[src/rtl/uart_loader_pkg.sv]
// Shared definitions for the UART file loader: FSM encoding, protocol control bytes
// and the lane-strobe helper used by the byte packer.
package uart_loader_pkg;

  typedef enum logic [2:0] {
    ST_IDLE = 3'd0,
    ST_REQ  = 3'd1,
    ST_SIZE = 3'd2,
    ST_DATA = 3'd3,
    ST_WR   = 3'd4,
    ST_DONE = 3'd5,
    ST_ERR  = 3'd6
  } state_t;

  localparam logic [7:0] FILE_REQ  = 8'h02;
  localparam logic [7:0] FILE_SEND = 8'h03;
  localparam logic [7:0] FILE_END  = 8'h04;

  localparam int WORD_BYTES = 4;

  // Byte enables for lanes 0..last_lane inclusive.
  function automatic logic [3:0] lane_strb(input logic [1:0] last_lane);
    return 4'((5'd2 << last_lane) - 5'd1);
  endfunction

endpackage

[src/rtl/uart_file_loader_if.sv]
// Bus bundle between the loader and its environment: UART tx/rx byte streams and the
// memory write port. Every channel transfers on a cycle where valid && ready.
interface uart_file_loader_if #(
  parameter int ADDR_W = 18
) ();

  logic [7:0]        tx_data;
  logic              tx_valid;
  logic              tx_ready;
  logic [7:0]        rx_data;
  logic              rx_valid;
  logic              rx_ready;
  logic [ADDR_W-1:0] mem_addr;
  logic [31:0]       mem_wdata;
  logic [3:0]        mem_wstrb;
  logic              mem_valid;
  logic              mem_ready;

  modport master (
    output tx_data, tx_valid, rx_ready, mem_addr, mem_wdata, mem_wstrb, mem_valid,
    input  tx_ready, rx_data, rx_valid, mem_ready
  );

  modport slave (
    input  tx_data, tx_valid, rx_ready, mem_addr, mem_wdata, mem_wstrb, mem_valid,
    output tx_ready, rx_data, rx_valid, mem_ready
  );

endinterface

[src/rtl/uart_loader_packer.sv]
// Packs accepted payload bytes into little-endian 32-bit words and reports, on the
// completing byte, the merged word and its byte-enable strobe.
module uart_loader_packer
  import uart_loader_pkg::*;
(
  input  logic        clk,
  input  logic        rst_n,
  input  logic        clear,
  input  logic        byte_valid,
  input  logic [7:0]  byte_data,
  input  logic        byte_last,
  output logic        word_done,
  output logic [31:0] word_data,
  output logic [3:0]  word_strb
);

  logic [1:0]  lane_q, lane_d;
  logic [31:0] acc_q, acc_d;

  always_comb begin
    // Upper lanes of acc_q are always zero, so a partial word reads 0 there.
    word_data = acc_q;
    word_data[8*lane_q +: 8] = byte_data;
    word_done = byte_valid && ((lane_q == 2'(WORD_BYTES - 1)) || byte_last);
    word_strb = lane_strb(lane_q);

    lane_d = lane_q;
    acc_d  = acc_q;
    if (clear) begin
      lane_d = '0;
      acc_d  = '0;
    end else if (byte_valid) begin
      if (word_done) begin
        lane_d = '0;
        acc_d  = '0;
      end else begin
        lane_d = lane_q + 2'd1;
        acc_d  = word_data;
      end
    end
  end

  always_ff @(posedge clk or negedge rst_n) begin
    if (!rst_n) begin
      lane_q <= '0;
      acc_q  <= '0;
    end else begin
      lane_q <= lane_d;
      acc_q  <= acc_d;
    end
  end

endmodule

[src/rtl/uart_file_loader.sv]
// UART file loader: sends FILE_REQ, captures a 4-byte LE size, writes the payload as LE
// words from address 0. Define LOADER_CHKSUM_EN to add the payload byte-sum output chksum.
module uart_file_loader
  import uart_loader_pkg::*;
#(
  parameter int              ADDR_W    = 18,
  parameter longint unsigned MAX_BYTES = 64'd1 << (ADDR_W + 2)
) (
  input  logic               clk,
  input  logic               resetn,
  input  logic               start,
  uart_file_loader_if.master bus,
  output logic               busy,
  output logic               done,
  output logic               error,
  output logic [31:0]        file_size,
`ifdef LOADER_CHKSUM_EN
  output logic [31:0]        chksum,
`endif
  output state_t             dbg_state
);

  state_t            state_q, state_d;
  logic [1:0]        size_idx_q, size_idx_d;
  logic [31:0]       file_size_q, file_size_d;
  logic [31:0]       byte_cnt_q, byte_cnt_d;
  logic [ADDR_W-1:0] mem_addr_q, mem_addr_d;
  logic [31:0]       mem_wdata_q, mem_wdata_d;
  logic [3:0]        mem_wstrb_q, mem_wstrb_d;
  logic              error_q, error_d;

  logic        rx_ready;
  logic        start_acc;
  logic        data_fire;
  logic        byte_last;
  logic [31:0] size_next;
  logic        pk_done;
  logic [31:0] pk_word;
  logic [3:0]  pk_strb;

  assign rx_ready  = (state_q == ST_SIZE) || (state_q == ST_DATA);
  assign start_acc = (state_q == ST_IDLE) && start;
  assign data_fire = (state_q == ST_DATA) && bus.rx_valid;
  assign byte_last = ((byte_cnt_q + 32'd1) == file_size_q);

  uart_loader_packer u_packer (
    .clk        (clk),
    .rst_n      (resetn),
    .clear      (start_acc),
    .byte_valid (data_fire),
    .byte_data  (bus.rx_data),
    .byte_last  (byte_last),
    .word_done  (pk_done),
    .word_data  (pk_word),
    .word_strb  (pk_strb)
  );

  always_comb begin
    state_d     = state_q;
    size_idx_d  = size_idx_q;
    file_size_d = file_size_q;
    byte_cnt_d  = byte_cnt_q;
    mem_addr_d  = mem_addr_q;
    mem_wdata_d = mem_wdata_q;
    mem_wstrb_d = mem_wstrb_q;
    error_d     = error_q;

    size_next = file_size_q;
    size_next[8*size_idx_q +: 8] = bus.rx_data;

    case (state_q)
      ST_IDLE: begin
        if (start_acc) begin
          state_d    = ST_REQ;
          size_idx_d = '0;
          byte_cnt_d = '0;
          mem_addr_d = '0;
          error_d    = 1'b0;
        end
      end
      ST_REQ: begin
        if (bus.tx_ready) state_d = ST_SIZE;
      end
      ST_SIZE: begin
        if (bus.rx_valid) begin
          file_size_d = size_next;
          size_idx_d  = size_idx_q + 2'd1;
          if (size_idx_q == 2'd3) begin
            if (size_next == 32'd0) begin
              state_d = ST_DONE;
            end else if ({32'd0, size_next} > MAX_BYTES) begin
              state_d = ST_ERR;
              error_d = 1'b1;
            end else begin
              state_d = ST_DATA;
            end
          end
        end
      end
      ST_DATA: begin
        if (data_fire) begin
          byte_cnt_d = byte_cnt_q + 32'd1;
          if (pk_done) begin
            mem_wdata_d = pk_word;
            mem_wstrb_d = pk_strb;
            state_d     = ST_WR;
          end
        end
      end
      ST_WR: begin
        // Address advances only on acceptance so it stays stable under backpressure.
        if (bus.mem_ready) begin
          mem_addr_d = mem_addr_q + ADDR_W'(1);
          state_d    = (byte_cnt_q == file_size_q) ? ST_DONE : ST_DATA;
        end
      end
      ST_DONE: state_d = ST_IDLE;
      ST_ERR:  state_d = ST_IDLE;
      default: state_d = ST_IDLE;
    endcase
  end

  always_ff @(posedge clk or negedge resetn) begin
    if (!resetn) begin
      state_q     <= ST_IDLE;
      size_idx_q  <= '0;
      file_size_q <= '0;
      byte_cnt_q  <= '0;
      mem_addr_q  <= '0;
      mem_wdata_q <= '0;
      mem_wstrb_q <= '0;
      error_q     <= 1'b0;
    end else begin
      state_q     <= state_d;
      size_idx_q  <= size_idx_d;
      file_size_q <= file_size_d;
      byte_cnt_q  <= byte_cnt_d;
      mem_addr_q  <= mem_addr_d;
      mem_wdata_q <= mem_wdata_d;
      mem_wstrb_q <= mem_wstrb_d;
      error_q     <= error_d;
    end
  end

  assign bus.tx_valid  = (state_q == ST_REQ);
  assign bus.tx_data   = (state_q == ST_REQ) ? FILE_REQ : 8'h00;
  assign bus.rx_ready  = rx_ready;
  assign bus.mem_valid = (state_q == ST_WR);
  assign bus.mem_addr  = mem_addr_q;
  assign bus.mem_wdata = mem_wdata_q;
  assign bus.mem_wstrb = mem_wstrb_q;

  assign busy      = (state_q != ST_IDLE);
  assign done      = (state_q == ST_DONE);
  assign error     = error_q;
  assign file_size = file_size_q;
  assign dbg_state = state_q;

`ifdef LOADER_CHKSUM_EN
  logic [31:0] chksum_q, chksum_d;

  always_comb begin
    chksum_d = chksum_q;
    if (start_acc) begin
      chksum_d = '0;
    end else if (data_fire) begin
      chksum_d = chksum_q + {24'd0, bus.rx_data};
    end
  end

  always_ff @(posedge clk or negedge resetn) begin
    if (!resetn) chksum_q <= '0;
    else         chksum_q <= chksum_d;
  end

  assign chksum = chksum_q;
`endif

endmodule

[src/flat_wrapper.sv]
// flat-port wrapper written by rule: the top's interface ports become plain ports
module uart_file_loader_flat import uart_loader_pkg::*;
#(
  parameter int              ADDR_W    = 18,
  parameter longint unsigned MAX_BYTES = 64'd1 << (ADDR_W + 2)
)
  (clk, resetn, start, busy, done, error, file_size, dbg_state, bus_tx_data, bus_tx_valid, bus_rx_ready, bus_mem_addr, bus_mem_wdata, bus_mem_wstrb, bus_mem_valid, bus_tx_ready, bus_rx_data, bus_rx_valid, bus_mem_ready);
  uart_file_loader_if #(.ADDR_W(ADDR_W)) bus_i ();
  input  logic clk;
  input  logic resetn;
  input  logic start;
  output logic busy;
  output logic done;
  output logic error;
  output logic [31:0] file_size;
  output state_t dbg_state;
  output wire logic [$bits(bus_i.tx_data)-1:0] bus_tx_data;
  output wire logic [$bits(bus_i.tx_valid)-1:0] bus_tx_valid;
  output wire logic [$bits(bus_i.rx_ready)-1:0] bus_rx_ready;
  output wire logic [$bits(bus_i.mem_addr)-1:0] bus_mem_addr;
  output wire logic [$bits(bus_i.mem_wdata)-1:0] bus_mem_wdata;
  output wire logic [$bits(bus_i.mem_wstrb)-1:0] bus_mem_wstrb;
  output wire logic [$bits(bus_i.mem_valid)-1:0] bus_mem_valid;
  input wire logic [$bits(bus_i.tx_ready)-1:0] bus_tx_ready;
  input wire logic [$bits(bus_i.rx_data)-1:0] bus_rx_data;
  input wire logic [$bits(bus_i.rx_valid)-1:0] bus_rx_valid;
  input wire logic [$bits(bus_i.mem_ready)-1:0] bus_mem_ready;
  assign bus_tx_data = bus_i.tx_data;
  assign bus_tx_valid = bus_i.tx_valid;
  assign bus_rx_ready = bus_i.rx_ready;
  assign bus_mem_addr = bus_i.mem_addr;
  assign bus_mem_wdata = bus_i.mem_wdata;
  assign bus_mem_wstrb = bus_i.mem_wstrb;
  assign bus_mem_valid = bus_i.mem_valid;
  assign bus_i.tx_ready = bus_tx_ready;
  assign bus_i.rx_data = bus_rx_data;
  assign bus_i.rx_valid = bus_rx_valid;
  assign bus_i.mem_ready = bus_mem_ready;
  uart_file_loader #(.ADDR_W(ADDR_W), .MAX_BYTES(MAX_BYTES)) u_core (.clk(clk), .resetn(resetn), .start(start), .bus(bus_i), .busy(busy), .done(done), .error(error), .file_size(file_size), .dbg_state(dbg_state));
endmodule
[config.mk]
export PLATFORM = sky130hd
export DESIGN_NAME = uart_file_loader_flat
export DESIGN_NICKNAME = d
export VERILOG_FILES = /design/src/rtl/uart_loader_pkg.sv /design/src/rtl/uart_file_loader_if.sv /design/src/rtl/uart_loader_packer.sv /design/src/rtl/uart_file_loader.sv /design/src/flat_wrapper.sv
export SDC_FILE = /design/constraint.sdc
export NUM_CORES = 1
export LEC_CHECK = 0
export CORE_ASPECT_RATIO = 0.8
export CORE_MARGIN = 8
export CORE_UTILIZATION = 37
export DETAILED_ROUTE_END_ITERATION = 12
export PLACE_DENSITY = 0.53
export SYNTH_ARGS = -nofsm -noshare
export SYNTH_HDL_FRONTEND = slang
export SYNTH_SLANG_ARGS = --single-unit
export TNS_END_PERCENT = 10
[constraint.sdc]
create_clock -name clk -period 5.4 [get_ports clk]
set_clock_uncertainty 0.2 [all_clocks]
set_input_delay 1.08 -clock clk [delete_from_list [all_inputs] [get_ports clk]]
set_output_delay 1.08 -clock clk [all_outputs]
set_load 0.01 [all_outputs]
==> impl_metrics.sql <==
INSERT INTO impl_metrics (metric_group, metric, value, unit) VALUES
('drt', 'wl_per_instance', '20.60', 'µm'),
('floorplanning', 'std_cell_rows', '50', ''),
('clock_tree', 'clockRootBuffer', 'sky130_fd_sc_hd__clkbuf_16', ''),
('pwr', 'total_leakage_power', '4.623', 'nW'),
('floorplanning', 'io_pins', '117', ''),
('drt', 'initialDrtViolationCount', '580', ''),
('placement', 'detailedPlace.worstSlack', '804.0', 'ps'),
('clock_tree', 'numCtsBuffers', '17', ''),
('timing', 'final_max_tran_viols', '0', ''),
('finish', 'final_net_count', '1031', ''),
('drt', 'routed_wl', '27360', 'µm'),
('floorplanning', 'coreArea', '23400', 'µm²'),
('synth', 'synth.lib_cells_used.distinct', '77', ''),
('synth', 'synth.top_cells.by_area', 'sky130_fd_sc_hd__dfrtp_1 45%, sky130_fd_sc_hd__nand2_1 4.0%, sky130_fd_sc_hd__o21ai_0 3.9%', ''),
('clock_tree', 'ctsLongestPathBuffers', '2', ''),
('clock_tree', 'cts_setup_buffers', '0', ''),
('timing', 'finalSetupViolations', '0', ''),
('setup_path', 'worst_reg2reg_path_depth', '11', ''),
('timing', 'report.final.hold_viol_count', '0', ''),
('setup_path', 'crit_end', 'u_core.bus.mem_wdata[21]', ''),
('finish', 'post_route_cells_drive_above_1_share', '9.350', '%'),
('synth', 'synth_compound_area_share', '17.09', '%'),
('status', 'status', 'finished, final reports clean', ''),
('placement', 'buffer_ports.inserted', '109', ''),
('synth', 'synth_xor_area_share', '5.816', '%'),
('pwr', 'power.ir.vdd_worst', '0.0002367', 'V'),
('pwr', 'power_per_cell_area', '467.2', 'nW/µm²'),
('placement', 'postPlaceCellArea', '10190', 'µm²'),
('setup_path', 'timing.critical_path.to_type', 'flip-flop', ''),
('clock_tree', 'tritoncts', 'built', ''),
('synth', 'synth_top_area_share', '44.82', '%'),
('synth', 'netlist_instances', '914', ''),
('timing', 'worst-slew-pin-transition', '1052', 'ps'),
('setup_path', 'r2r_slack', '810', 'ps'),
('clock_tree', 'clk_latency', '440', 'ps'),
('placement', 'place.detailed.hpwl', '19390', 'µm'),
('finish', 'finish.instance_area', '10840', 'µm²'),
('synth', 'yosys_register_bits', '158', ''),
('setup_path', 'path_max_fanout', '32', ''),
('setup_path', 'r2r-end', 'u_core.bus.mem_wdata[21]', ''),
('synth', 'yosysTopAreaCell', 'sky130_fd_sc_hd__dfrtp_1', ''),
('drt', 'drt-pass1-iter-count', '5', ''),
('floorplanning', 'initial_cell_density_of_the_core', '37.70', '%'),
('min_path', 'holdPathStages', '1', ''),
('timing', 'fin_worst_hold_slack', '275.4', 'ps'),
('floorplanning', 'die_area', '29070', 'µm²'),
('timing', 'grt_setup_unrepaired', 'no', ''),
('finish', 'antenna-diode-count', '0', ''),
('timing', 'tns', '0', 'ps'),
('timing', 'relSlewSlack', '29.63', '%'),
('clock_tree', 'post_cts_hold_buffer_count', '0', ''),
('synth', 'yosys_warnings', '0', ''),
('synth', 'postSynthAreaPerCell', '9.651', 'µm²'),
('synth', 'synth_enable_flop_cells', '0', ''),
('drt', 'vias_per_cell', '5.582', ''),
('synth', 'post_synth_fa_ha_maj_area_fraction', '1.986', '%'),
('setup_path', 'regToRegStartpoint', 'u_core.byte_cnt_q[0]', ''),
('synth', 'synth_top_cells_by_count', '158 x sky130_fd_sc_hd__dfrtp_1, 95 x sky130_fd_sc_hd__nand2_1, 68 x sky130_fd_sc_hd__o21ai_0, 53 x sky130_fd_sc_hd__inv_1, 47 x sky130_fd_sc_hd__nor2_1', ''),
('synth', 'synth_simple_gate_area_share', '18.58', '%'),
('grt', 'grt_max_degree', '99', ''),
('setup_path', 'cp-startpoint', 'u_core.byte_cnt_q[0]', ''),
('run', 'cap_viol_max_count', '0', ''),
('synth', 'synth.most_common_cell', 'sky130_fd_sc_hd__dfrtp_1', ''),
('synth', 'synth-main-ff-cell', 'sky130_fd_sc_hd__dfrtp_1', ''),
('timing', 'post-route-min-period', '4591', 'ps'),
('floorplanning', 'floorplan.die.height', '154.1', 'µm'),
('timing', 'min_period_over_period', '85.03', '%'),
('finish', 'area_growth_syn_to_layout', '22.87', '%'),
('min_path', 'min_delay_worst_type', 'flip-flop to flip-flop', ''),
('placement', 'place.gp.congestion', '0.9154', ''),
('synth', 'synthMuxAreaShare', '5.844', '%');
## registers in the layout, indices dropped and copies added (netlist names)
name	flops
u_core.bus.mem_wdata	32
u_core.bus.mem_addr	18
u_core.u_packer.lane_q	2
u_core.size_idx_q	2
u_core.dbg_state	3
u_core.error	1
u_core.file_size	32
u_core.byte_cnt_q	32
u_core.u_packer.acc_q	32
u_core.bus.mem_wstrb	4
## report_power, final
| part | internal (mW) | leakage (nW) | switching [mW] | total [mW] |
|---|---|---|---|---|
| Combinational | 0.923 | 2.13 | 1.13 | 2.05 |
| Clock | 0.792 | 0.315 | 0.547 | 1.34 |
| Sequential | 1.39 | 2.17 | 0.286 | 1.67 |
| Total | 3.10 | 4.62 | 1.96 | 5.06 |
## worst max-delay path, stage by stage (launching register included)
cell,delay (ps)
sky130_fd_sc_hd__dfrtp_1,510
sky130_fd_sc_hd__ha_1,390
sky130_fd_sc_hd__and4_1,360
sky130_fd_sc_hd__nand3_1,250
sky130_fd_sc_hd__or3_1,440
sky130_fd_sc_hd__or2_2,300
sky130_fd_sc_hd__o2111ai_1,300
sky130_fd_sc_hd__nor4_4,80
sky130_fd_sc_hd__buf_4,180
sky130_fd_sc_hd__o21ai_4,810
sky130_fd_sc_hd__buf_4,310
sky130_fd_sc_hd__mux2_1,320
## worst min path at each step
stage / endpoint / from / slack, ps
floorplan: u_core.u_packer.acc_q[24] / u_core.u_packer.acc_q[24] / 260
global placement: u_core.bus.mem_wstrb[0] / u_core.bus.mem_wstrb[0] / 260
detailed placement: u_core.bus.mem_wstrb[0] / u_core.bus.mem_wstrb[0] / 260
CTS: u_core.bus.mem_wstrb[0] / u_core.bus.mem_wstrb[0] / 280
global route: u_core.bus.mem_wstrb[0] / u_core.bus.mem_wstrb[0] / 290
finish: u_core.bus.mem_wstrb[0] / u_core.bus.mem_wstrb[0] / 280
## cell usage in the layout, fill, tap and decap left out, types with 20 or more instances in the layout
master                            count
sky130_fd_sc_hd__a32o_1              24
sky130_fd_sc_hd__mux2_2              20
sky130_fd_sc_hd__nand2_1             95
sky130_fd_sc_hd__nor2_1              46
sky130_fd_sc_hd__clkdlybuf4s50_1    108
sky130_fd_sc_hd__nand3_1             36
sky130_fd_sc_hd__nand4_1             26
sky130_fd_sc_hd__inv_1               53
sky130_fd_sc_hd__dfrtp_1            158
sky130_fd_sc_hd__o21ai_0             68
sky130_fd_sc_hd__buf_4               20
sky130_fd_sc_hd__a22o_1              30
sky130_fd_sc_hd__xnor2_1             36
sky130_fd_sc_hd__xor2_1              20
## routing by layer
| metal | up-vias | track usage (%) | wire [µm] |
|---|---|---|---|
| met5 | - | 0 | 0 |
| met3 | 9 | 4.860 | 2047 |
| met1 | 3647 | 30.00 | 14210 |
| met4 | 0 | 3.939 | 172 |
| li1 | 3487 | - | - |
| met2 | 270 | 23.97 | 10930 |
## cell families after synthesis
family | after synthesis
AO/OA/AOI/OAI | 209
XOR/XNOR | 57
adder cells (fa/ha/maj) | 14
buffers and inverters | 118
flip-flops | 158
multiplexers | 47
other | 1
AND/OR/NAND/NOR | 310
## stage by stage
stage	std cells	util, %	power (mW)
after CTS	1328	46.32	5.091
after global routing	1328	46.32	5.363
final	1328	46.32	5.063
after floorplan	920	-	2.865
after global placement	1296	43.57	3.727
after detailed placement	1296	43.57	3.732
## layout make-up
class | instances | area, µm²
Multi-Input combinational cell | 644 | 4408
Timing Repair Buffer | 129 | 1242
Tap cell | 312 | 390.4
Inverter | 53 | 198.9
Clock inverter | 15 | 219.0
Clock buffer | 17 | 425.4
Sequential cell | 158 | 3954
Fill cell | 2260 | 12560
Power figures use the tool's default switching activity.
